## src/rtl/clint_timer_pkg.sv

```systemverilog
// Shared CLINT definitions: bus widths, register offsets, mtimecmp reset value.
// Latency: n/a (package). Backpressure: n/a.
package clint_timer_pkg;

    localparam int DATA_WIDTH = 32;
    localparam int ADDR_WIDTH = 32;

    localparam logic [15:0] MSIP_OFF        = 16'h0000;
    localparam logic [15:0] MTIMECMP_LO_OFF = 16'h4000;
    localparam logic [15:0] MTIMECMP_HI_OFF = 16'h4004;
    localparam logic [15:0] MTIME_LO_OFF    = 16'hBFF8;
    localparam logic [15:0] MTIME_HI_OFF    = 16'hBFFC;

    localparam logic [63:0] MTIMECMP_RST = 64'hFFFF_FFFF_FFFF_FFFF;

    typedef enum logic [2:0] {
        REG_NONE,
        REG_MSIP,
        REG_CMP_LO,
        REG_CMP_HI,
        REG_MT_LO,
        REG_MT_HI
    } reg_sel_e;

    function automatic reg_sel_e decode_off(input logic [15:0] off);
        case (off)
            MSIP_OFF:        decode_off = REG_MSIP;
            MTIMECMP_LO_OFF: decode_off = REG_CMP_LO;
            MTIMECMP_HI_OFF: decode_off = REG_CMP_HI;
            MTIME_LO_OFF:    decode_off = REG_MT_LO;
            MTIME_HI_OFF:    decode_off = REG_MT_HI;
            default:         decode_off = REG_NONE;
        endcase
    endfunction

endpackage

```

## src/rtl/clint_prescaler.sv

```systemverilog
// Divides clk_i by DIV, pulsing tick_o high for one cycle every DIV cycles.
// Latency: tick_o is combinational from the registered count.
// Backpressure: none, free-running.
module clint_prescaler #(
    parameter int unsigned DIV = 1
) (
    input  logic clk_i,
    input  logic rst_n_i,
    output logic tick_o
);

    localparam logic [15:0] LAST = 16'(DIV - 1);

    logic [15:0] cnt_q;

    assign tick_o = (cnt_q == LAST);

    always_ff @(posedge clk_i or negedge rst_n_i) begin
        if (!rst_n_i) begin
            cnt_q <= '0;
        end else if (tick_o) begin
            cnt_q <= '0;
        end else begin
            cnt_q <= cnt_q + 16'd1;
        end
    end

endmodule

```

## src/rtl/clint_timer.sv

```systemverilog
// Core-local timer/software interrupt source with mtime, mtimecmp and msip; CLINT_MTIME_LATCH_EN adds a tear-free mtime-high shadow.
// Latency: request sampled at edge N is acked with read data in the cycle after edge N+1.
// Backpressure: none, every request is accepted and acked, one per cycle.
module clint_timer
    import clint_timer_pkg::*;
#(
    parameter int unsigned TICK_DIV  = 1,
    parameter logic [31:0] BASE_ADDR = 32'h0200_0000
) (
    input  logic                  clk_i,
    input  logic                  rst_n_i,
    input  logic                  req_i,
    input  logic                  we_i,
    input  logic [ADDR_WIDTH-1:0] addr_i,
    input  logic [DATA_WIDTH-1:0] wdata_i,
    output logic [DATA_WIDTH-1:0] rdata_o,
    output logic                  ack_o,
    output logic                  mip_timer_o,
    output logic                  mip_sw_o
);

    logic                  tick;
    logic [63:0]           mtime_q;
    logic [63:0]           mtimecmp_q;
    logic                  msip_q;
    logic                  pend_q;
    logic [DATA_WIDTH-1:0] rd_q;
    logic [DATA_WIDTH-1:0] rd_val;
    logic [DATA_WIDTH-1:0] mt_hi_rd;
    logic                  wr;
    logic                  rd;
    reg_sel_e              sel;

    clint_prescaler #(.DIV(TICK_DIV)) u_prescaler (
        .clk_i   (clk_i),
        .rst_n_i (rst_n_i),
        .tick_o  (tick)
    );

    assign sel = (addr_i[31:16] == BASE_ADDR[31:16]) ? decode_off(addr_i[15:0]) : REG_NONE;
    assign wr  = req_i & we_i;
    assign rd  = req_i & ~we_i;

`ifdef CLINT_MTIME_LATCH_EN
    logic [31:0] shadow_q;

    // High half is captured with the low-half read so a lo/hi pair never tears.
    always_ff @(posedge clk_i or negedge rst_n_i) begin
        if (!rst_n_i) begin
            shadow_q <= '0;
        end else if (rd && sel == REG_MT_LO) begin
            shadow_q <= mtime_q[63:32];
        end
    end

    assign mt_hi_rd = shadow_q;
`else
    assign mt_hi_rd = mtime_q[63:32];
`endif

    always_comb begin
        rd_val = '0;
        case (sel)
            REG_MSIP:   rd_val = {31'd0, msip_q};
            REG_CMP_LO: rd_val = mtimecmp_q[31:0];
            REG_CMP_HI: rd_val = mtimecmp_q[63:32];
            REG_MT_LO:  rd_val = mtime_q[31:0];
            REG_MT_HI:  rd_val = mt_hi_rd;
            default:    rd_val = '0;
        endcase
    end

    // A write to either mtime half suppresses that edge's tick entirely.
    always_ff @(posedge clk_i or negedge rst_n_i) begin
        if (!rst_n_i) begin
            mtime_q <= '0;
        end else if (wr && sel == REG_MT_LO) begin
            mtime_q[31:0] <= wdata_i;
        end else if (wr && sel == REG_MT_HI) begin
            mtime_q[63:32] <= wdata_i;
        end else if (tick) begin
            mtime_q <= mtime_q + 64'd1;
        end
    end

    always_ff @(posedge clk_i or negedge rst_n_i) begin
        if (!rst_n_i) begin
            mtimecmp_q <= MTIMECMP_RST;
            msip_q     <= 1'b0;
        end else if (wr) begin
            if (sel == REG_CMP_LO) mtimecmp_q[31:0]  <= wdata_i;
            if (sel == REG_CMP_HI) mtimecmp_q[63:32] <= wdata_i;
            if (sel == REG_MSIP)   msip_q            <= wdata_i[0];
        end
    end

    always_ff @(posedge clk_i or negedge rst_n_i) begin
        if (!rst_n_i) begin
            pend_q      <= 1'b0;
            rd_q        <= '0;
            ack_o       <= 1'b0;
            rdata_o     <= '0;
            mip_timer_o <= 1'b0;
            mip_sw_o    <= 1'b0;
        end else begin
            pend_q      <= req_i;
            rd_q        <= rd ? rd_val : '0;
            ack_o       <= pend_q;
            rdata_o     <= pend_q ? rd_q : '0;
            mip_timer_o <= (mtime_q >= mtimecmp_q);
            mip_sw_o    <= msip_q;
        end
    end

endmodule

```

## config.mk

```make
export PLATFORM = sky130hd
export DESIGN_NAME = clint_timer
export DESIGN_NICKNAME = d
export VERILOG_FILES = /design/src/rtl/clint_timer_pkg.sv /design/src/rtl/clint_prescaler.sv /design/src/rtl/clint_timer.sv
export SDC_FILE = /design/constraint.sdc
export NUM_CORES = 1
export LEC_CHECK = 0
export BUFFER_PORTS_ARGS = -buffer_cell sky130_fd_sc_hd__buf_2
export CORE_MARGIN = 2
export CORE_UTILIZATION = 35
export DETAILED_ROUTE_END_ITERATION = 16
export SYNTH_ARGS = -nofsm -noshare
export SYNTH_HDL_FRONTEND = slang
export SYNTH_SLANG_ARGS = --single-unit
export TNS_END_PERCENT = 10
```

## constraint.sdc

```tcl
create_clock -name clk_i -period 3.3 [get_ports clk_i]
set_input_delay 0.33 -clock clk_i [delete_from_list [all_inputs] [get_ports clk_i]]
set_output_delay 0.33 -clock clk_i [all_outputs]
set_load 0.1 [all_outputs]
```

# After elaboration in Yosys (flattened, before gate mapping)
# Cells that the tools add are included.
# word_totals
output_inout_bits	35
regBits	213
input_bits	68
# classes
bitwise_logic	4
magnitude_cmp	1
n_mux	10
eq_ne	11
reduce_logical	11
add_sub_neg	2
# ops
op	count
two-way mux 32 bit	5
one-hot mux 32 bit (5 select lines)	1
adder 64 x 1 -> 64 bit (second input constant)	1
greater-or-equal comparator 64 bit	1
two-way mux 64 bit	1
== test 16 x 15 -> 1 bit (second input constant)	2
== test 16 bit (second input constant)	2
zero test 16 bit	2
adder 16 x 1 -> 16 bit (second input constant)	1
== test 16 x 10 -> 1 bit (second input constant)	1
two-way mux 16 bit	1
one-hot mux 3 bit (5 select lines)	1
AND reduction 2 bit	5
== test 3 x 2 -> 1 bit (second input constant)	2
== test 3 bit (second input constant)	2
nonzero test 2 bit	2
== test 3 x 1 -> 1 bit (second input constant)	1
two-way mux 3 bit	1
AND 1 bit	2
logical AND 1 bit	2
!= test 2 bit (second input constant)	1
NOT 1 bit	2

# Depth between registers and ports, before layout
# Gate-level depths: netlist (run 1).
# depth
depth_word	7
mapped_depth	11
depth_no_buf	9

# Hierarchy
# A second synthesis (run 1) with hierarchy kept.
# unflattened
hier_cells	1202
area_unflattened_um2	11898.9
# by_module_without_submodules
mod	cells_each	area_per_inst_um2	instances	seq_area_each_um2
clint_timer	1134	11113.2	1	5009.8
clint_prescaler	68	785.8	1	400.4

# Least setup slack after synthesis (run 1)
# Ideal clock, no wire load.
# synth_timing
path_type	register to register
from	reg u_prescaler.cnt_q[0]
to	reg mtime_q[63]
setup_time_ns	0.137
path_slack_ns	0.976
arrival_time_ns	2.187
n_path_buf	0
stages_incl_launch_ff	10
required_time_ns	3.163
cell_sequence	dfrtp_1 > inv_1 > ha_1 > nor4b_1 > nand4_1 > a31oi_1 > nand4b_4 > nor4_2 > xnor2_1 > a21oi_1
# synth_via
elab_chain_len	3
# synth_rtl
item	line_no	rtl
start, declared	clint_prescaler.sv:14	logic [15:0] cnt_q;
start signal, assigned	clint_prescaler.sv:24	cnt_q <= cnt_q + 16'd1;
zero test 16 bit	clint_prescaler.sv:16	assign tick_o = (cnt_q == LAST);
nonzero test 2 bit (no line)	-	
AND reduction 2 bit (no line)	-	
end signal, assigned	clint_timer.sv:80	mtime_q[63:32] <= wdata_i;
end signal, assigned	clint_timer.sv:82	mtime_q <= mtime_q + 64'd1;
end, declared	clint_timer.sv:23	logic [63:0] mtime_q;
# Every way passes these cells.
# A chain may end at the register's enable or synchronous reset.

# Worst setup path after layout (run 1)
# Ends and elaborated chain as after synthesis.

==> results.py, run 1 <==
metrics = {
    "status": {
        "status": "finished, final reports clean",
    },
    "logic_synthesis": {
        "synth-seq-area-share": 0.4683,
        "syn_inst": 1226,
        "number_of_enable_flip_flop_cells_after_synthesis": 0,
        "syn_nets": 1361,
        "number_of_storage_elements_in_the_synthesis_netlist": 213,
        "yosys_most_used_dff": "sky130_fd_sc_hd__dfrtp_1",
        "asyncSetResetFlopFracSynth": 1.000,
        "post_synth.cell_area_avg_sq_um": 9.424,
        "yosys.cell_types.count": 59,
        "synth_area_sq_um": 11550,
        "synthesis.yosys.warnings": 0,
    },
    "power": {
        "vdd_ir_max_v": 0.0003713,
        "power-per-cell-area_nw_per_um2": 436.2,
        "total_power_mw": 5.960,
        "p_leak_nw": 6.156,
    },
    "floorplanning": {
        "core.rowCount": 66,
        "coreArea_sq_um": 32540,
        "floorplan_die_width_microns": 185.7,
        "die_y_microns": 185.7,
        "die_area_sq_um": 34480,
        "ios": 103,
        "initial_utilization": 0.3551,
    },
    "clock_network": {
        "clk_latency_ps": 530,
        "post_cts_repair_setup_buffers": 0,
        "clk_transition_reported_paths_ps": 60,
        "cts_buffers": 25,
        "clock_tree.root_cell": "sky130_fd_sc_hd__clkbuf_16",
        "max-clock-path-buffers": 3,
        "tritoncts_num_sinks": 213,
        "h-tree-depth": 1,
        "cts_tree": "done",
    },
    "setup_path": {
        "critical_path_arrival_ps": 3100,
        "crit_fanout": 9,
        "cp_cell_sequence": "inv_1 > ha_1 > nor4b_1 > nand4_1 > a31oi_1 > nand4b_4 > nor4_2 > xnor2_1 > a21oi_1",
        "worst_path_max_delay_cell": "sky130_fd_sc_hd__a31oi_1",
        "reg2regPathDepth": 9,
        "reg2reg_slack_ps": 610,
        "reg2reg_to": "mtime_q[63]",
        "critical_path.max_stage_delay_ps": 550,
        "worst_setup_path_end_kind": "flop",
        "reg2reg_from": "u_prescaler.cnt_q[0]",
        "worstSetupPathType": "flop to flop",
        "crit_path_start_kind": "flop",
        "cp_num_buf_inv": 1,
        "worstPathRequired_ps": 3710,
        "critPathTopFamily": "simple AND/OR/NAND/NOR gates",
    },
    "layout": {
        "post_route_cells_drive_above_1_share": 0.2249,
        "antenna-diode-count": 0,
        "sequential_cell_area_sq_um": 5410,
        "multi_input_area_sq_um": 5590,
        "area_of_all_placed_cells_without_fillers_sq_um": 13660,
        "fillCellCount": 3230,
        "final_core_util": 0.4199,
        "finish.net_count": 1468,
        "area_delta_synth_final_pct": 18.26,
    },
    "timing": {
        "tightest_slew_ps": 1097,
        "worst_slew_margin_rel": 0.2671,
        "finalSetupTns_ps": 0,
        "finalMaxSlewViolations": 0,
        "fin_worst_skew_ps": 21.57,
        "final_hold_fails": 0,
        "period_share": 0.8142,
        "max_freq_ghz": 0.3722,
        "setup_viol": 0,
        "layout_min_cycle_time_ps": 2687,
        "hold_slack_ps": 61.95,
        "rsz0062_at_grt": "no",
    },
    "run": {
        "maxCapViolCount": 0,
    },
    "drt": {
        "drt_pre_antenna_iters": 5,
        "vias_per_cell": 5.409,
        "routed_wl_microns": 33120,
        "routed-via-count": 9703,
        "drt.antenna.violating_nets": 0,
        "drt_drc_violations_left": 0,
        "avgRoutedWirePerCell_microns": 18.46,
        "drt_iter0_markers": 802,
    },
    "placement": {
        "hpwlAfterDp_microns": 23560,
        "detailed_place.area_sq_um": 12700,
        "globalplace.congestion": 0.8861,
        "port_buffers": 102,
    },
    "hold_path": {
        "worstHoldStart": "wdata_i[3]",
        "hold_path_class": "input pin to flop",
        "min_to": "mtimecmp_q[3]",
        "min_path_cells": 3,
    },
    "global_routing": {
        "grt_pass1_wl_microns": 52740,
        "number_of_antenna_violations_at_the_first_check_in_global_routing": 0,
        "grt_remaining_overflow": 0,
        "grt_start_max_net_pins": 83,
        "grt_use_total": 0.1949,
        "first_global_vias": 9595,
    },
}
-- worst reg2reg max path, cell delays in order, from the launching register on --
cell and delay, ps:
sky130_fd_sc_hd__dfrtp_1 420, sky130_fd_sc_hd__inv_1 70, sky130_fd_sc_hd__ha_1 130, sky130_fd_sc_hd__nor4b_1 270, sky130_fd_sc_hd__nand4_1 190, sky130_fd_sc_hd__a31oi_1 550, sky130_fd_sc_hd__nand4b_4 330, sky130_fd_sc_hd__nor4_2 350
sky130_fd_sc_hd__xnor2_1 160, sky130_fd_sc_hd__a21oi_1 80
-- registers in the layout, indices dropped and copies added, names as in the netlist --
| signal | cells |
|---|---|
| msip_q | 1 |
| rdata_o | 32 |
| ack_o | 1 |
| pend_q | 1 |
| rd_q | 32 |
| mtimecmp_q | 64 |
| mtime_q | 64 |
| mip_sw_o | 1 |
| mip_timer_o | 1 |
| u_prescaler.cnt_q | 16 |
-- how the worst max path moves through the flow --
stage	startpoint	end	slack [ps]	depth (start not counted)
finish	u_prescaler.cnt_q[0]	mtime_q[63]	610	9
global placement	addr_i[14]	rd_q[16]	400	9
CTS	u_prescaler.cnt_q[0]	mtime_q[63]	590	9
global route	u_prescaler.cnt_q[0]	mtime_q[63]	370	9
detailed placement	addr_i[14]	rd_q[28]	390	9
floorplan	u_prescaler.cnt_q[0]	mtime_q[63]	980	9
-- metal layers --
metal,global-route usage,up-vias,part of all wire
li1,-,4574,-
met1,0.2624,4744,0.44
met2,0.3234,321,0.47
met3,0.02817,64,0.064
met4,0.06110,0,0.026
met5,0,-,0
-- synth_stat cells, types with 14 or more instances --
master,n,area share
sky130_fd_sc_hd__dfrtp_1,149,0.32
sky130_fd_sc_hd__ha_1,67,0.073
sky130_fd_sc_hd__a21oi_1,105,0.045
sky130_fd_sc_hd__xnor2_1,31,0.024
sky130_fd_sc_hd__o21ai_0,83,0.036
sky130_fd_sc_hd__o22ai_1,14,0.0076
sky130_fd_sc_hd__inv_1,78,0.025
sky130_fd_sc_hd__and3_1,16,0.0087
sky130_fd_sc_hd__mux2_2,34,0.033
sky130_fd_sc_hd__nand3_1,45,0.019
sky130_fd_sc_hd__nand4_1,31,0.017
sky130_fd_sc_hd__o21ai_1,15,0.0065
sky130_fd_sc_hd__a222oi_1,17,0.015
sky130_fd_sc_hd__a221oi_1,16,0.012
sky130_fd_sc_hd__and2_1,40,0.022
sky130_fd_sc_hd__nor2_1,64,0.021
sky130_fd_sc_hd__buf_2,17,0.0074
sky130_fd_sc_hd__clkbuf_1,40,0.013
sky130_fd_sc_hd__nand2_1,166,0.054
sky130_fd_sc_hd__dfstp_2,64,0.15
sky130_fd_sc_hd__nor3_1,24,0.010
-- cell usage in the layout, fill, tap and decap left out, drive strengths merged, types with 4 or more instances in the layout --
| master | instances |
|---|---|
| a221oi | 16 |
| nand3 | 45 |
| and3 | 16 |
| inv | 81 |
| dfstp | 64 |
| o21ai | 98 |
| mux2 | 34 |
| a21oi | 106 |
| nor3b | 4 |
| xnor2 | 31 |
| nor2b | 4 |
| a211oi | 8 |
| nor2 | 64 |
| a222oi | 17 |
| nand2 | 167 |
| nor3 | 27 |
| nand4 | 32 |
| buf | 141 |
| clkbuf | 30 |
| o22ai | 14 |
| bufinv | 7 |
| xor2 | 12 |
| nor4 | 16 |
| clkinv | 4 |
| dfrtp | 149 |
| and2 | 40 |
| a21o | 4 |
| ha | 67 |
| or3 | 5 |
| and4 | 11 |
-- cell type report --
| class | instances | share of cell area |
|---|---|---|
| flip-flops and latches | 213 | 0.3960 |
| clock inverters | 16 | 0.01987 |
| inverters | 78 | 0.02143 |
| repair buffers | 143 | 0.06374 |
| multi-input cells | 872 | 0.4092 |
| clock buffers | 30 | 0.04936 |
| well taps | 442 | 0.04048 |
-- kinds of logic after synthesis --
family                     after synthesis  synth area share
xor gates and xnor gates                43           0.03260
and+or+nand+nor                        438            0.1915
adders and majority gates               67           0.07256
muxes                                   36           0.03487
AOI/OAI and AO/OA                      288            0.1507
DFF                                    213            0.4683
buffers and inverters                  141           0.04949
-- where the power goes --
group          switching [mW]  total, mW  internal, mW
clock network            1.16       3.17          2.01
registers             0.00220       2.62          2.62
logic                   0.126      0.171        0.0452
total                    1.29       5.96          4.67
-- per-stage QoR --
stage	cells	worst slack [ps]
finish	1794	613.3
global route	1794	370.8
CTS	1794	586.4
detailed placement	1746	392.1
global placement	1746	401.0
floorplan	1226	976.2
-- repair_timing --
| item | 4_1_cts | 5_1_grt |
|---|---|---|
| resized for setup | 0 | 0 |
| hold buffers | 2 | 0 |
| endpoints found under the hold margin | 56 | 0 |
Power figures use the tool's default switching activity.
==> inputs of run 2 (changes only) <==
- clock period: 3.3 -> 2.6 ns (I/O delays scaled with it)
==> results.py, run 2 (synthesized netlist as in run 1, its figures left out) <==
metrics = {
    "drt": {
        "drt.antenna.violating_nets": 0,
        "drt_iter0_markers": 708,
        "drt_drc_violations_left": 0,
        "routed-via-count": 9979,
        "vias_per_cell": 5.342,
        "routed_wl_microns": 33620,
        "drt_pre_antenna_iters": 6,
        "avgRoutedWirePerCell_microns": 18.00,
    },
    "status": {
        "status": "finished, final reports clean",
    },
    "clock_network": {
        "post_cts_repair_setup_buffers": 0,
        "tritoncts_num_sinks": 213,
        "cts_tree": "done",
        "clk_latency_ps": 540,
        "max-clock-path-buffers": 3,
        "clk_transition_reported_paths_ps": 60,
        "h-tree-depth": 1,
        "cts_buffers": 26,
        "clock_tree.root_cell": "sky130_fd_sc_hd__clkbuf_16",
    },
    "layout": {
        "largest_registers": "mtime_q (64), mtimecmp_q (64)",
        "post_route_cells_drive_above_1_share": 0.2468,
        "final_core_util": 0.4405,
        "sequential_cell_area_sq_um": 5410,
        "multi_input_area_sq_um": 5619,
        "area_delta_synth_final_pct": 24.04,
        "final-instance-count-excl-fill": 1868,
        "fillCellCount": 3189,
        "final_common_cell": "sky130_fd_sc_hd__nand2_1",
        "area_of_all_placed_cells_without_fillers_sq_um": 14330,
        "antenna-diode-count": 0,
        "most_frequent_cells_in_the_layout": "166 x sky130_fd_sc_hd__nand2_1, 149 x sky130_fd_sc_hd__dfrtp_1, 104 x sky130_fd_sc_hd__a21oi_1, 101 x sky130_fd_sc_hd__buf_2, 82 x sky130_fd_sc_hd__o21ai_0",
        "finish.net_count": 1541,
    },
    "floorplanning": {
        "core.rowCount": 66,
        "floorplan_die_width_microns": 185.7,
        "coreArea_sq_um": 32540,
        "initial_utilization": 0.3551,
        "ios": 103,
        "die_y_microns": 185.7,
        "die_area_sq_um": 34480,
    },
    "placement": {
        "post-place-ws_ps": -56.21,
        "hpwlAfterDp_microns": 24410,
        "port_buffers": 102,
        "place.detailed.instances": 1792,
        "globalplace.congestion": 0.9088,
        "detailed_place.area_sq_um": 13160,
    },
    "timing": {
        "setup_slack_ps": 46.38,
        "fin_worst_skew_ps": 19.79,
        "final_hold_fails": 0,
        "tightest_slew_ps": 651.6,
        "finalMaxSlewViolations": 0,
        "max_freq_ghz": 0.3916,
        "rsz0062_at_grt": "yes",
        "setup_viol": 0,
        "layout_min_cycle_time_ps": 2554,
        "worst_slew_margin_rel": 0.5610,
        "period_share": 0.9822,
    },
    "setup_path": {
        "worst_setup_path_end_kind": "flop",
        "critical_path_arrival_ps": 2960,
        "reg2regPathDepth": 9,
        "worstPathRequired_ps": 3000,
        "path_common_cell": "sky130_fd_sc_hd__a211oi_1",
        "reg2reg_to": "mip_timer_o",
        "worstSetupPathType": "flop to flop",
        "reg2reg_from": "mtimecmp_q[33]",
        "critPathTopFamily": "compound AO/OA/AOI/OAI gates",
        "critical_path.max_stage_delay_ps": 540,
        "worst_path_max_delay_cell": "sky130_fd_sc_hd__dfstp_2",
        "cp_cell_sequence": "inv_1 > ha_1 > a211oi_1 > o21bai_1 > a2111o_1 > a31oi_1 > o21ai_1 > a211oi_1 > nor3_1",
        "cp_num_buf_inv": 1,
        "reg2reg_slack_ps": 50,
        "crit_path_start_kind": "flop",
        "crit_fanout": 3,
    },
    "global_routing": {
        "grt_pass1_wl_microns": 54700,
        "grt_use_total": 0.2001,
        "number_of_antenna_violations_at_the_first_check_in_global_routing": 0,
        "first_global_vias": 10100,
        "grt_start_max_net_pins": 67,
        "grt_remaining_overflow": 0,
    },
    "power": {
        "vdd_ir_max_v": 0.0003929,
        "power-per-cell-area_nw_per_um2": 504.2,
        "p_leak_nw": 6.506,
        "total_power_mw": 7.226,
    },
    "hold_path": {
        "min_path_cells": 3,
        "hold_path_class": "input pin to flop",
        "worstHoldStart": "wdata_i[19]",
        "min_to": "mtimecmp_q[19]",
    },
    "run": {
        "maxCapViolCount": 0,
    },
}
[run 2: worst min-delay path, stage by stage]
cell                      delay, ps
sky130_fd_sc_hd__buf_2          130
sky130_fd_sc_hd__nand2_1         50
sky130_fd_sc_hd__o21ai_0         80
[run 2: layout make-up]
type,instances,area share
Clock buffer,42,0.05666
Clock inverter,6,0.003841
Inverter,78,0.02043
Multi-Input combinational cell,872,0.3921
Sequential cell,213,0.3775
Tap cell,442,0.03859
Timing Repair Buffer,215,0.1109
[run 2: how the worst max path moves through the flow]
stage,startpoint,end,slack [ps],depth (start not counted)
after CTS,mtimecmp_q[49],mip_timer_o,30,9
after floorplan,u_prescaler.cnt_q[0],mtime_q[63],280,9
final,mtimecmp_q[33],mip_timer_o,50,9
after global routing,mtimecmp_q[33],mip_timer_o,-3,9
after detailed placement,mtimecmp_q[49],mip_timer_o,-60,9
after global placement,mtimecmp_q[33],mip_timer_o,100,9
[run 2: stage by stage]
| stage | hold WS, ps | setup TNS (ps) |
|---|---|---|
| final | 15.59 | 0 |
| after global routing | 12.44 | -2.988 |
| after CTS | 0.6173 | 0 |
| after detailed placement | 262.7 | -56.21 |
| after global placement | 261.5 | 0 |
| after floorplan | -35.59 | 0 |
[run 2: power by group]
group	internal [mW]	leakage [nW]	switching (mW)
registers	3.32	2.63	0.00291
clock network	2.22	0.432	1.43
logic	0.0879	3.44	0.164
total	5.63	6.51	1.60
[run 2: routing by layer]
| metal | up-vias | wire length [microns] | GRT usage |
|---|---|---|---|
| li1 | 4706 | - | - |
| met4 | 0 | 945 | 0.06362 |
| met5 | - | 0 | 0 |
| met2 | 309 | 15590 | 0.3258 |
| met1 | 4893 | 15130 | 0.2748 |
| met3 | 71 | 1950 | 0.02778 |
[run 2: timing repair]
action | in CTS | in global routing
pin swaps | 0 | 2
gates resized for setup | 1 | 6
endpoints found under the hold margin | 90 | 0
setup endpoints to repair | 1 | 20
hold buffers | 28 | 0
